--- src/rtl/spy_bus_arbiter_if.sv ---
// Bundle of the two master ports and the shared spy register bus.
// With SPY_ARB_LOCK_EN defined, each master also gets a lock input.
interface spy_bus_arbiter_if;
  logic        m0_req;
  logic        m0_write;
  logic [4:0]  m0_addr;
  logic [15:0] m0_wdata;
  logic        m0_ack;
  logic [15:0] m0_rdata;

  logic        m1_req;
  logic        m1_write;
  logic [4:0]  m1_addr;
  logic [15:0] m1_wdata;
  logic        m1_ack;
  logic [15:0] m1_rdata;

`ifdef SPY_ARB_LOCK_EN
  logic        m0_lock;
  logic        m1_lock;
`endif

  logic [4:0]  eadr;
  logic        dbread;
  logic        dbwrite;
  logic [15:0] spy_out;
  logic [15:0] spy_in;
  logic        busy;

`ifdef SPY_ARB_LOCK_EN
  modport master (
    output m0_req, m0_write, m0_addr, m0_wdata, m0_lock,
    output m1_req, m1_write, m1_addr, m1_wdata, m1_lock,
    output spy_in,
    input  m0_ack, m0_rdata, m1_ack, m1_rdata,
    input  eadr, dbread, dbwrite, spy_out, busy
  );

  modport slave (
    input  m0_req, m0_write, m0_addr, m0_wdata, m0_lock,
    input  m1_req, m1_write, m1_addr, m1_wdata, m1_lock,
    input  spy_in,
    output m0_ack, m0_rdata, m1_ack, m1_rdata,
    output eadr, dbread, dbwrite, spy_out, busy
  );
`else
  modport master (
    output m0_req, m0_write, m0_addr, m0_wdata,
    output m1_req, m1_write, m1_addr, m1_wdata,
    output spy_in,
    input  m0_ack, m0_rdata, m1_ack, m1_rdata,
    input  eadr, dbread, dbwrite, spy_out, busy
  );

  modport slave (
    input  m0_req, m0_write, m0_addr, m0_wdata,
    input  m1_req, m1_write, m1_addr, m1_wdata,
    input  spy_in,
    output m0_ack, m0_rdata, m1_ack, m1_rdata,
    output eadr, dbread, dbwrite, spy_out, busy
  );
`endif
endinterface

--- src/rtl/spy_bus_arbiter.sv ---
// Round-robin arbiter sharing the spy register bus between two masters (setup -> strobe -> ack).
// SPY_ARB_LOCK_EN adds per-master lock inputs that keep the grant across accesses.
//
//   state     | meaning
//   ST_IDLE   | waiting for a request; eadr/spy_out hold last access
//   ST_SETUP  | address/data driven, strobes low
//   ST_STROBE | dbread or dbwrite high for ACCESS_CYCLES cycles
//   ST_DONE   | strobes low, granted ack pulses
module spy_bus_arbiter #(
  parameter int unsigned ACCESS_CYCLES = 4
) (
  input logic              clk,
  input logic              reset_n,
  spy_bus_arbiter_if.slave bus
);

  typedef enum logic [1:0] {ST_IDLE, ST_SETUP, ST_STROBE, ST_DONE} state_t;

  localparam logic [3:0] CNT_INIT = 4'(ACCESS_CYCLES - 1);

  state_t      state_q, state_d;
  logic [3:0]  cnt_q, cnt_d;
  logic        gnt_q, gnt_d;
  logic        last_q, last_d;
  logic        wr_q, wr_d;
  logic [4:0]  eadr_q, eadr_d;
  logic [15:0] spy_out_q, spy_out_d;
  logic        dbread_q, dbread_d;
  logic        dbwrite_q, dbwrite_d;
  logic        m0_ack_q, m0_ack_d;
  logic        m1_ack_q, m1_ack_d;
  logic [15:0] m0_rdata_q, m0_rdata_d;
  logic [15:0] m1_rdata_q, m1_rdata_d;
  logic        busy_q, busy_d;
`ifdef SPY_ARB_LOCK_EN
  logic        lock_q, lock_d;
`endif

  logic        req0, req1;
  logic        grant_valid;
  logic        grant_sel;

  // A held lock masks the other master out of arbitration.
  always_comb begin
    req0 = bus.m0_req;
    req1 = bus.m1_req;
`ifdef SPY_ARB_LOCK_EN
    if (lock_q) begin
      req0 = bus.m0_req & ~gnt_q;
      req1 = bus.m1_req &  gnt_q;
    end
`endif
    grant_valid = req0 | req1;
    grant_sel   = (req0 & req1) ? ~last_q : req1;
  end

  always_comb begin
    state_d    = state_q;
    cnt_d      = cnt_q;
    gnt_d      = gnt_q;
    last_d     = last_q;
    wr_d       = wr_q;
    eadr_d     = eadr_q;
    spy_out_d  = spy_out_q;
    dbread_d   = 1'b0;
    dbwrite_d  = 1'b0;
    m0_ack_d   = 1'b0;
    m1_ack_d   = 1'b0;
    m0_rdata_d = m0_rdata_q;
    m1_rdata_d = m1_rdata_q;
`ifdef SPY_ARB_LOCK_EN
    lock_d     = lock_q;
`endif

    case (state_q)
      ST_IDLE: begin
        if (grant_valid) begin
          state_d = ST_SETUP;
          gnt_d   = grant_sel;
          if (grant_sel) begin
            wr_d      = bus.m1_write;
            eadr_d    = bus.m1_addr;
            spy_out_d = bus.m1_write ? bus.m1_wdata : 16'h0000;
          end else begin
            wr_d      = bus.m0_write;
            eadr_d    = bus.m0_addr;
            spy_out_d = bus.m0_write ? bus.m0_wdata : 16'h0000;
          end
        end
      end
      ST_SETUP: begin
        state_d   = ST_STROBE;
        cnt_d     = CNT_INIT;
        dbread_d  = ~wr_q;
        dbwrite_d = wr_q;
      end
      ST_STROBE: begin
        if (cnt_q == 4'd0) begin
          state_d  = ST_DONE;
          m0_ack_d = ~gnt_q;
          m1_ack_d = gnt_q;
          if (!wr_q) begin
            if (gnt_q) m1_rdata_d = bus.spy_in;
            else       m0_rdata_d = bus.spy_in;
          end
        end else begin
          cnt_d     = cnt_q - 4'd1;
          dbread_d  = ~wr_q;
          dbwrite_d = wr_q;
        end
      end
      ST_DONE: begin
        state_d = ST_IDLE;
`ifdef SPY_ARB_LOCK_EN
        if (gnt_q ? bus.m1_lock : bus.m0_lock) begin
          lock_d = 1'b1;
        end else begin
          lock_d = 1'b0;
          last_d = gnt_q;
        end
`else
        last_d = gnt_q;
`endif
      end
      default: state_d = ST_IDLE;
    endcase

    busy_d = (state_d != ST_IDLE);
  end

  always_ff @(posedge clk or negedge reset_n) begin
    if (!reset_n) begin
      state_q    <= ST_IDLE;
      cnt_q      <= 4'd0;
      gnt_q      <= 1'b0;
      last_q     <= 1'b1;
      wr_q       <= 1'b0;
      eadr_q     <= 5'd0;
      spy_out_q  <= 16'h0000;
      dbread_q   <= 1'b0;
      dbwrite_q  <= 1'b0;
      m0_ack_q   <= 1'b0;
      m1_ack_q   <= 1'b0;
      m0_rdata_q <= 16'h0000;
      m1_rdata_q <= 16'h0000;
      busy_q     <= 1'b0;
`ifdef SPY_ARB_LOCK_EN
      lock_q     <= 1'b0;
`endif
    end else begin
      state_q    <= state_d;
      cnt_q      <= cnt_d;
      gnt_q      <= gnt_d;
      last_q     <= last_d;
      wr_q       <= wr_d;
      eadr_q     <= eadr_d;
      spy_out_q  <= spy_out_d;
      dbread_q   <= dbread_d;
      dbwrite_q  <= dbwrite_d;
      m0_ack_q   <= m0_ack_d;
      m1_ack_q   <= m1_ack_d;
      m0_rdata_q <= m0_rdata_d;
      m1_rdata_q <= m1_rdata_d;
      busy_q     <= busy_d;
`ifdef SPY_ARB_LOCK_EN
      lock_q     <= lock_d;
`endif
    end
  end

  assign bus.eadr     = eadr_q;
  assign bus.spy_out  = spy_out_q;
  assign bus.dbread   = dbread_q;
  assign bus.dbwrite  = dbwrite_q;
  assign bus.m0_ack   = m0_ack_q;
  assign bus.m1_ack   = m1_ack_q;
  assign bus.m0_rdata = m0_rdata_q;
  assign bus.m1_rdata = m1_rdata_q;
  assign bus.busy     = busy_q;

endmodule

--- src/flat_wrapper.sv ---
// flat-port wrapper written by rule: the top's interface ports become plain ports
module spy_bus_arbiter_flat 
#(
  parameter int unsigned ACCESS_CYCLES = 4
)
  (clk, reset_n, bus_m0_req, bus_m0_write, bus_m0_addr, bus_m0_wdata, bus_m1_req, bus_m1_write, bus_m1_addr, bus_m1_wdata, bus_spy_in, bus_m0_ack, bus_m0_rdata, bus_m1_ack, bus_m1_rdata, bus_eadr, bus_dbread, bus_dbwrite, bus_spy_out, bus_busy);
  spy_bus_arbiter_if bus_i ();
  input logic clk;
  input logic reset_n;
  input wire logic [$bits(bus_i.m0_req)-1:0] bus_m0_req;
  input wire logic [$bits(bus_i.m0_write)-1:0] bus_m0_write;
  input wire logic [$bits(bus_i.m0_addr)-1:0] bus_m0_addr;
  input wire logic [$bits(bus_i.m0_wdata)-1:0] bus_m0_wdata;
  input wire logic [$bits(bus_i.m1_req)-1:0] bus_m1_req;
  input wire logic [$bits(bus_i.m1_write)-1:0] bus_m1_write;
  input wire logic [$bits(bus_i.m1_addr)-1:0] bus_m1_addr;
  input wire logic [$bits(bus_i.m1_wdata)-1:0] bus_m1_wdata;
  input wire logic [$bits(bus_i.spy_in)-1:0] bus_spy_in;
  output wire logic [$bits(bus_i.m0_ack)-1:0] bus_m0_ack;
  output wire logic [$bits(bus_i.m0_rdata)-1:0] bus_m0_rdata;
  output wire logic [$bits(bus_i.m1_ack)-1:0] bus_m1_ack;
  output wire logic [$bits(bus_i.m1_rdata)-1:0] bus_m1_rdata;
  output wire logic [$bits(bus_i.eadr)-1:0] bus_eadr;
  output wire logic [$bits(bus_i.dbread)-1:0] bus_dbread;
  output wire logic [$bits(bus_i.dbwrite)-1:0] bus_dbwrite;
  output wire logic [$bits(bus_i.spy_out)-1:0] bus_spy_out;
  output wire logic [$bits(bus_i.busy)-1:0] bus_busy;
  assign bus_i.m0_req = bus_m0_req;
  assign bus_i.m0_write = bus_m0_write;
  assign bus_i.m0_addr = bus_m0_addr;
  assign bus_i.m0_wdata = bus_m0_wdata;
  assign bus_i.m1_req = bus_m1_req;
  assign bus_i.m1_write = bus_m1_write;
  assign bus_i.m1_addr = bus_m1_addr;
  assign bus_i.m1_wdata = bus_m1_wdata;
  assign bus_i.spy_in = bus_spy_in;
  assign bus_m0_ack = bus_i.m0_ack;
  assign bus_m0_rdata = bus_i.m0_rdata;
  assign bus_m1_ack = bus_i.m1_ack;
  assign bus_m1_rdata = bus_i.m1_rdata;
  assign bus_eadr = bus_i.eadr;
  assign bus_dbread = bus_i.dbread;
  assign bus_dbwrite = bus_i.dbwrite;
  assign bus_spy_out = bus_i.spy_out;
  assign bus_busy = bus_i.busy;
  spy_bus_arbiter #(.ACCESS_CYCLES(ACCESS_CYCLES)) u_core (.clk(clk), .reset_n(reset_n), .bus(bus_i));
endmodule
--- config.mk ---
export PLATFORM = sky130hd
export DESIGN_NAME = spy_bus_arbiter_flat
export DESIGN_NICKNAME = d
export VERILOG_FILES = /design/src/rtl/spy_bus_arbiter_if.sv /design/src/rtl/spy_bus_arbiter.sv /design/src/flat_wrapper.sv
export SDC_FILE = /design/constraint.sdc
export NUM_CORES = 1
export LEC_CHECK = 0
export BUFFER_PORTS_ARGS = -buffer_cell sky130_fd_sc_hd__buf_4
export CAP_MARGIN = 10
export CORE_ASPECT_RATIO = 0.7
export CORE_MARGIN = 4
export CORE_UTILIZATION = 43
export DETAILED_ROUTE_END_ITERATION = 10
export HOLD_SLACK_MARGIN = 0.03
export PLACE_DENSITY = 0.76
export SLEW_MARGIN = 10
export SYNTH_ARGS = -nofsm -noshare
export SYNTH_HDL_FRONTEND = slang
export SYNTH_SLANG_ARGS = --single-unit
export TNS_END_PERCENT = 1
--- constraint.sdc ---
create_clock -name clk -period 2 [get_ports clk]
set_input_delay 0.6 -clock clk [delete_from_list [all_inputs] [get_ports clk]]
set_output_delay 0.6 -clock clk [all_outputs]
set_load 0.02 [all_outputs]
# Yosys cells after proc, flatten, opt, wreduce, memory -nomap -nowiden
# Cells that the tools add are included.
# totals
reg_bits	67
latchBits	0
ram_bits	0
romBits	0
inputBits	64
output_inout_bits	58
word_cells	51
n_memories	0
# classes
add_sub_neg	1
n_mul	0
div_mod_pow	0
n_lt_le_gt_ge	0
eq_ne	4
n_shift	0
muxes	19
n_bitwise	5
n_reduce_logical	8
# ops
op	n
$mux W16	3
$mux W1	8
$pmux W2 S4	1
$pmux W4 S2	1
$reduce_and A4 Y1	2
$mux W5	1
$eq A2 B2 Y1 const B	2
$logic_not A4 Y1	1
$mux W2	2
$mux W4	1
$pmux W1 S2	2
$reduce_and A2 Y1	2
$reduce_bool A2 Y1	2
$sub A4 B1 Y4 const B	1
$not A1 Y1	3
$eq A2 B1 Y1 const B	1
$logic_not A2 Y1	1
$ne A2 B2 Y1 const B	1
$and A1 B1 Y1	1
$or A1 B1 Y1	1

# Logic depth before layout (Yosys ltp)
# depth
word_depth	4
depth_mapped	7
mapped_depth_nobuf	5

# Worst setup path before layout
# Ideal clock, no wire load.
# synth_path
path_kind	register to register
startpoint	register u_core.state_q[0]
endpoint	register u_core.m0_rdata_q[10], in the netlist u_core.bus.m0_rdata[10]
setup_time_ps	125
t_arrival_ps	1696
required_time_ps	1875
setup_slack_ps	179
path_stages_with_launch	8
n_path_buf	2
period_less_slack_ps	1821
cell_sequence	dfrtp_1 inv_1 ha_1 nand4bb_1 or3_1 buf_6 buf_12 mux2_4
# synth_via
elab_chain_len	2
# synth_rtl
element	line	rtl
start: declaration	spy_bus_arbiter.sv:21	state_t state_q, state_d;
start signal: assignment	spy_bus_arbiter.sv:151	state_q <= state_d;
$eq A2 B2 Y1	spy_bus_arbiter.sv:75	case (state_q)
$reduce_and A4 Y1 (no line)	n/a	
end signal: assignment	spy_bus_arbiter.sv:162	m0_rdata_q <= m0_rdata_d;
end: declaration	spy_bus_arbiter.sv:32	logic [15:0] m0_rdata_q, m0_rdata_d;
# No other way between the ends.
# A chain may end at the register's enable or synchronous reset.

# Worst setup path in the final report
# layout_path
startpoint	register u_core.state_q[0]
endpoint	register u_core.m0_rdata_q[14], in the netlist u_core.bus.m0_rdata[14]
# The elaborated chain is that of the path after synthesis.

==> flow_summary.toml <==
[yosys]
ys_async_sr_fraction_pct = 100
synth_top_family_by_area = "multiplexers"
synth_xor_area_share_pct = 0
syn-num-nets = 288
synth_top_area_share_pct = 57.4
synthesis_stage_register_bit_count = 67
synth.largest_area_cell = "sky130_fd_sc_hd__dfrtp_1"
synth_edf_count = 0
syn-cell-area_um2 = 2880
complex_gate_fraction_of_the_synthesized_area_pct = 11.3
synthAdderAreaFrac_pct = 2.61
synthSimpleGateAreaFrac_pct = 10.7
netlist_top_cells_area = "sky130_fd_sc_hd__dfrtp_1, sky130_fd_sc_hd__mux2_2, sky130_fd_sc_hd__a221o_1"
synthCells = 218
average_instance_area_after_synthesis_um2 = 13.2
most_used_flip_flop_cell_after_synthesis = "sky130_fd_sc_hd__dfrtp_1"
seq_area_frac_synth_pct = 58.3
yosysUniqueCellTypes = 39
yosys_warnings = 0
yosys-mux-area-fraction_pct = 13.8

[die]
die_width_um = 106
rows = 24
initial_utilization_pct = 45.2
floorplan_die_area_um2 = 8090
num_io_pins = 122
floorplan.core_area_um2 = 6370
die_height_um = 76.4

[sta]
report.final.slew_viol_count = 0
grt_setup_unrepaired = "no"
post-route-period-util_pct = 92.8
max_slew.worst_pin.slew_ns = 0.624
totalNegativeSetupSlack_ns = 0
timing.final.setup_violations = 0
max_freq_ghz = 0.539
finalHoldViolations = 0
fin_crit_ns = 1.86
worst_hold_slack_ns = 0.175
maxSlewHeadroom_pct = 58.4
fin_skew_ns = 0.00657

[cells_and_area]
regArea_um2 = 1680
layout.nets = 420
fin_area_um2 = 4120
drive_above_1_share_pct = 52.4
multi_input_area_um2 = 1110
antenna_cells = 0
fillers = 496
area_growth_pct = 43.3

[clock_network]
clkSinkCount = 67
clock_insertion_delay_worst_skew_ns = 0.34
buffers_inserted_by_post_cts_timing_repair = 0
clock_path_buffers = 2
postCtsHoldBufs = 0
clock_tree_from_tritoncts = "done"
worst_path_clk_slew_ns = 0.07
number_of_buffers_created_by_cts = 9
ctsResizeCount = 0
cts-htree-levels = 3
clk_root_buffer_cell = "sky130_fd_sc_hd__clkbuf_8"

[power_and_ir_drop]
ir_worst_vdd_mv = 0.774
p_per_area_nw_per_um2 = 1570
power_leakage_nw = 2.05

[placed_design]
finalWeightedCongestion = 0.802
port_buffers = 121
placed_area_um2 = 3930
place.detailed.hpwl_um = 5460

[critical_path]
cell_class_contributing_the_biggest_share_of_worst_path_delay = "simple AND/OR/NAND/NOR gates"
rrSetupSlack_ns = 0.14
crit_path_max_fanout = 16
crit_required_ns = 2.22
max_stage_delay_ns = 0.39
criticalPathCategory = "reg -> reg"
timing.critical_path.slowest_stage_cell = "sky130_fd_sc_hd__or3_1"
arrival_ns = 2.08
worst_setup_ep_type = "flop"
cp_cell_sequence = "inv_1, ha_1, nand4bb_1, or3_1, buf_12, mux2_4"
worstPathBufferInverterCount = 2
critical_path.startpoint_type = "flop"

[global_routing]
grt_pass1_wl_um = 11600
grt_overflow = 0
globalRouteTotalUtil_pct = 18.3
initial_antenna_violation_count = 0
via_count_of_the_first_global_routing_pass = 2321
largest_net_degree_at_the_start_of_global_routing = 32

[route]
drt_pre_antenna_iters = 4
met3_wirelength_um = 573
dr_wl_met2_um = 3260
wirelength_um = 7250
wl_met1_um = 3340
top_layer = "met4"
detail_route.iter0.violations = 70
routedWlPerCell_um = 16.3
post_route_drc = 0
avgViaCountPerCell = 5.03
vias_after_detailed_routing = 2242
final_antenna_net_count = 0

[worst_hold_path]
min_path_type = "in -> async"

[run]
number_of_maximum_capacitance_violations = 0

[run_status]
outcome = "complete, no violations"
-- cell families (layout without fill, tap and decap cells) --
| logic type | after synthesis | in the layout |
|---|---|---|
| AOI/OAI and AO/OA | 43 | 43 |
| and+or+nand+nor | 53 | 53 |
| DFF | 67 | 67 |
| buffers and inverters | 17 | 154 |
| muxes | 32 | 32 |
| adders and majority gates | 6 | 6 |
-- stage by stage --
stage                     power, mW  cells  setup slack [ns]  util, %
final                          6.47    446             0.143     64.8
after global routing           6.85    446            0.0554     64.8
after CTS                      6.53    446             0.135     64.8
after detailed placement       5.42    430             0.150     61.8
after global placement         5.33    430             0.181     61.8
after floorplan                4.06    218             0.179        -
-- final cells by class --
type | count | share of cell area (%)
multi-input cells | 134 | 26.9
inverters | 8 | 0.728
well taps | 91 | 2.76
clock buffers | 10 | 3.09
flip-flops and latches | 67 | 40.7
clock inverters | 6 | 1.58
repair buffers | 130 | 24.3
-- synth_stat cells (2+ instances only) --
cell and n:
sky130_fd_sc_hd__dfrtp_1 66, sky130_fd_sc_hd__mux2_2 22, sky130_fd_sc_hd__and2_1 17, sky130_fd_sc_hd__a221o_1 16, sky130_fd_sc_hd__a21oi_1 15, sky130_fd_sc_hd__mux2_4 10
sky130_fd_sc_hd__nor2_1 10, sky130_fd_sc_hd__nand2_1 9, sky130_fd_sc_hd__inv_1 8, sky130_fd_sc_hd__ha_1 6, sky130_fd_sc_hd__clkbuf_1 4, sky130_fd_sc_hd__a211oi_1 3
sky130_fd_sc_hd__nand3_1 3, sky130_fd_sc_hd__buf_2 2, sky130_fd_sc_hd__nor2b_1 2, sky130_fd_sc_hd__o21ai_0 2
-- final timing paths --
kind                                                           from                             endpoint  depth (start not counted)
max in group asynchronous                                   reset_n            u_core.last_q$_DFFE_PN1N_                          2
min in group clk                                    bus_m0_wdata[1]    u_core.bus.spy_out[1]$_DFFE_PN0P_                          2
worst max register to register          u_core.state_q[0]$_DFF_PN0_  u_core.bus.m0_rdata[14]$_DFFE_PN0P_                          6
worst min register to register  u_core.bus.m1_rdata[12]$_DFFE_PN0P_  u_core.bus.m1_rdata[12]$_DFFE_PN0P_                          1
worst max-delay path                    u_core.state_q[0]$_DFF_PN0_  u_core.bus.m0_rdata[14]$_DFFE_PN0P_                          6
worst min-delay path                                        reset_n   u_core.bus.m0_rdata[6]$_DFFE_PN0P_                          1
-- power by group --
part	total, mW	switching, mW	internal, mW	leakage, nW
Combinational	3.02	1.53	1.49	1.15
Clock	1.09	0.513	0.578	0.0966
Sequential	2.36	0.385	1.97	0.810
Total	6.47	2.43	4.04	2.05
-- metal layers --
metal / up-vias / global-route usage, %
met3: 7 / 6.44
met1: 1085 / 24.5
met5: - / 0
li1: 1050 / -
met2: 100 / 27.8
met4: 0 / 6.21
-- flip-flops by register name, summed over array words and instances, names as in the netlist --
signal and flops:
u_core.bus.m0_rdata 16, u_core.bus.m1_rdata 16, u_core.bus.spy_out 16, u_core.bus.eadr 5, u_core.cnt_q 4, u_core.state_q 2
u_core.bus.busy 1, u_core.bus.dbread 1, u_core.bus.dbwrite 1, u_core.bus.m0_ack 1, u_core.bus.m1_ack 1, u_core.gnt_q 1
u_core.last_q 1, u_core.wr_q 1
-- layout by cell type (no fill, tap or decap), types with 3 or more instances in the layout --
| cell type | synthesis | final |
|---|---|---|
| sky130_fd_sc_hd__a211oi_1 | 3 | 3 |
| sky130_fd_sc_hd__a21oi_1 | 15 | 15 |
| sky130_fd_sc_hd__a221o_1 | 16 | 16 |
| sky130_fd_sc_hd__and2_1 | 17 | 17 |
| sky130_fd_sc_hd__buf_4 | 0 | 128 |
| sky130_fd_sc_hd__clkbuf_8 | 0 | 9 |
| sky130_fd_sc_hd__dfrtp_1 | 66 | 66 |
| sky130_fd_sc_hd__ha_1 | 6 | 6 |
| sky130_fd_sc_hd__inv_1 | 8 | 8 |
| sky130_fd_sc_hd__mux2_2 | 22 | 22 |
| sky130_fd_sc_hd__mux2_4 | 10 | 10 |
| sky130_fd_sc_hd__nand2_1 | 9 | 9 |
| sky130_fd_sc_hd__nand3_1 | 3 | 3 |
| sky130_fd_sc_hd__nor2_1 | 10 | 10 |
Note: power is estimated with default switching activity, not from simulation.
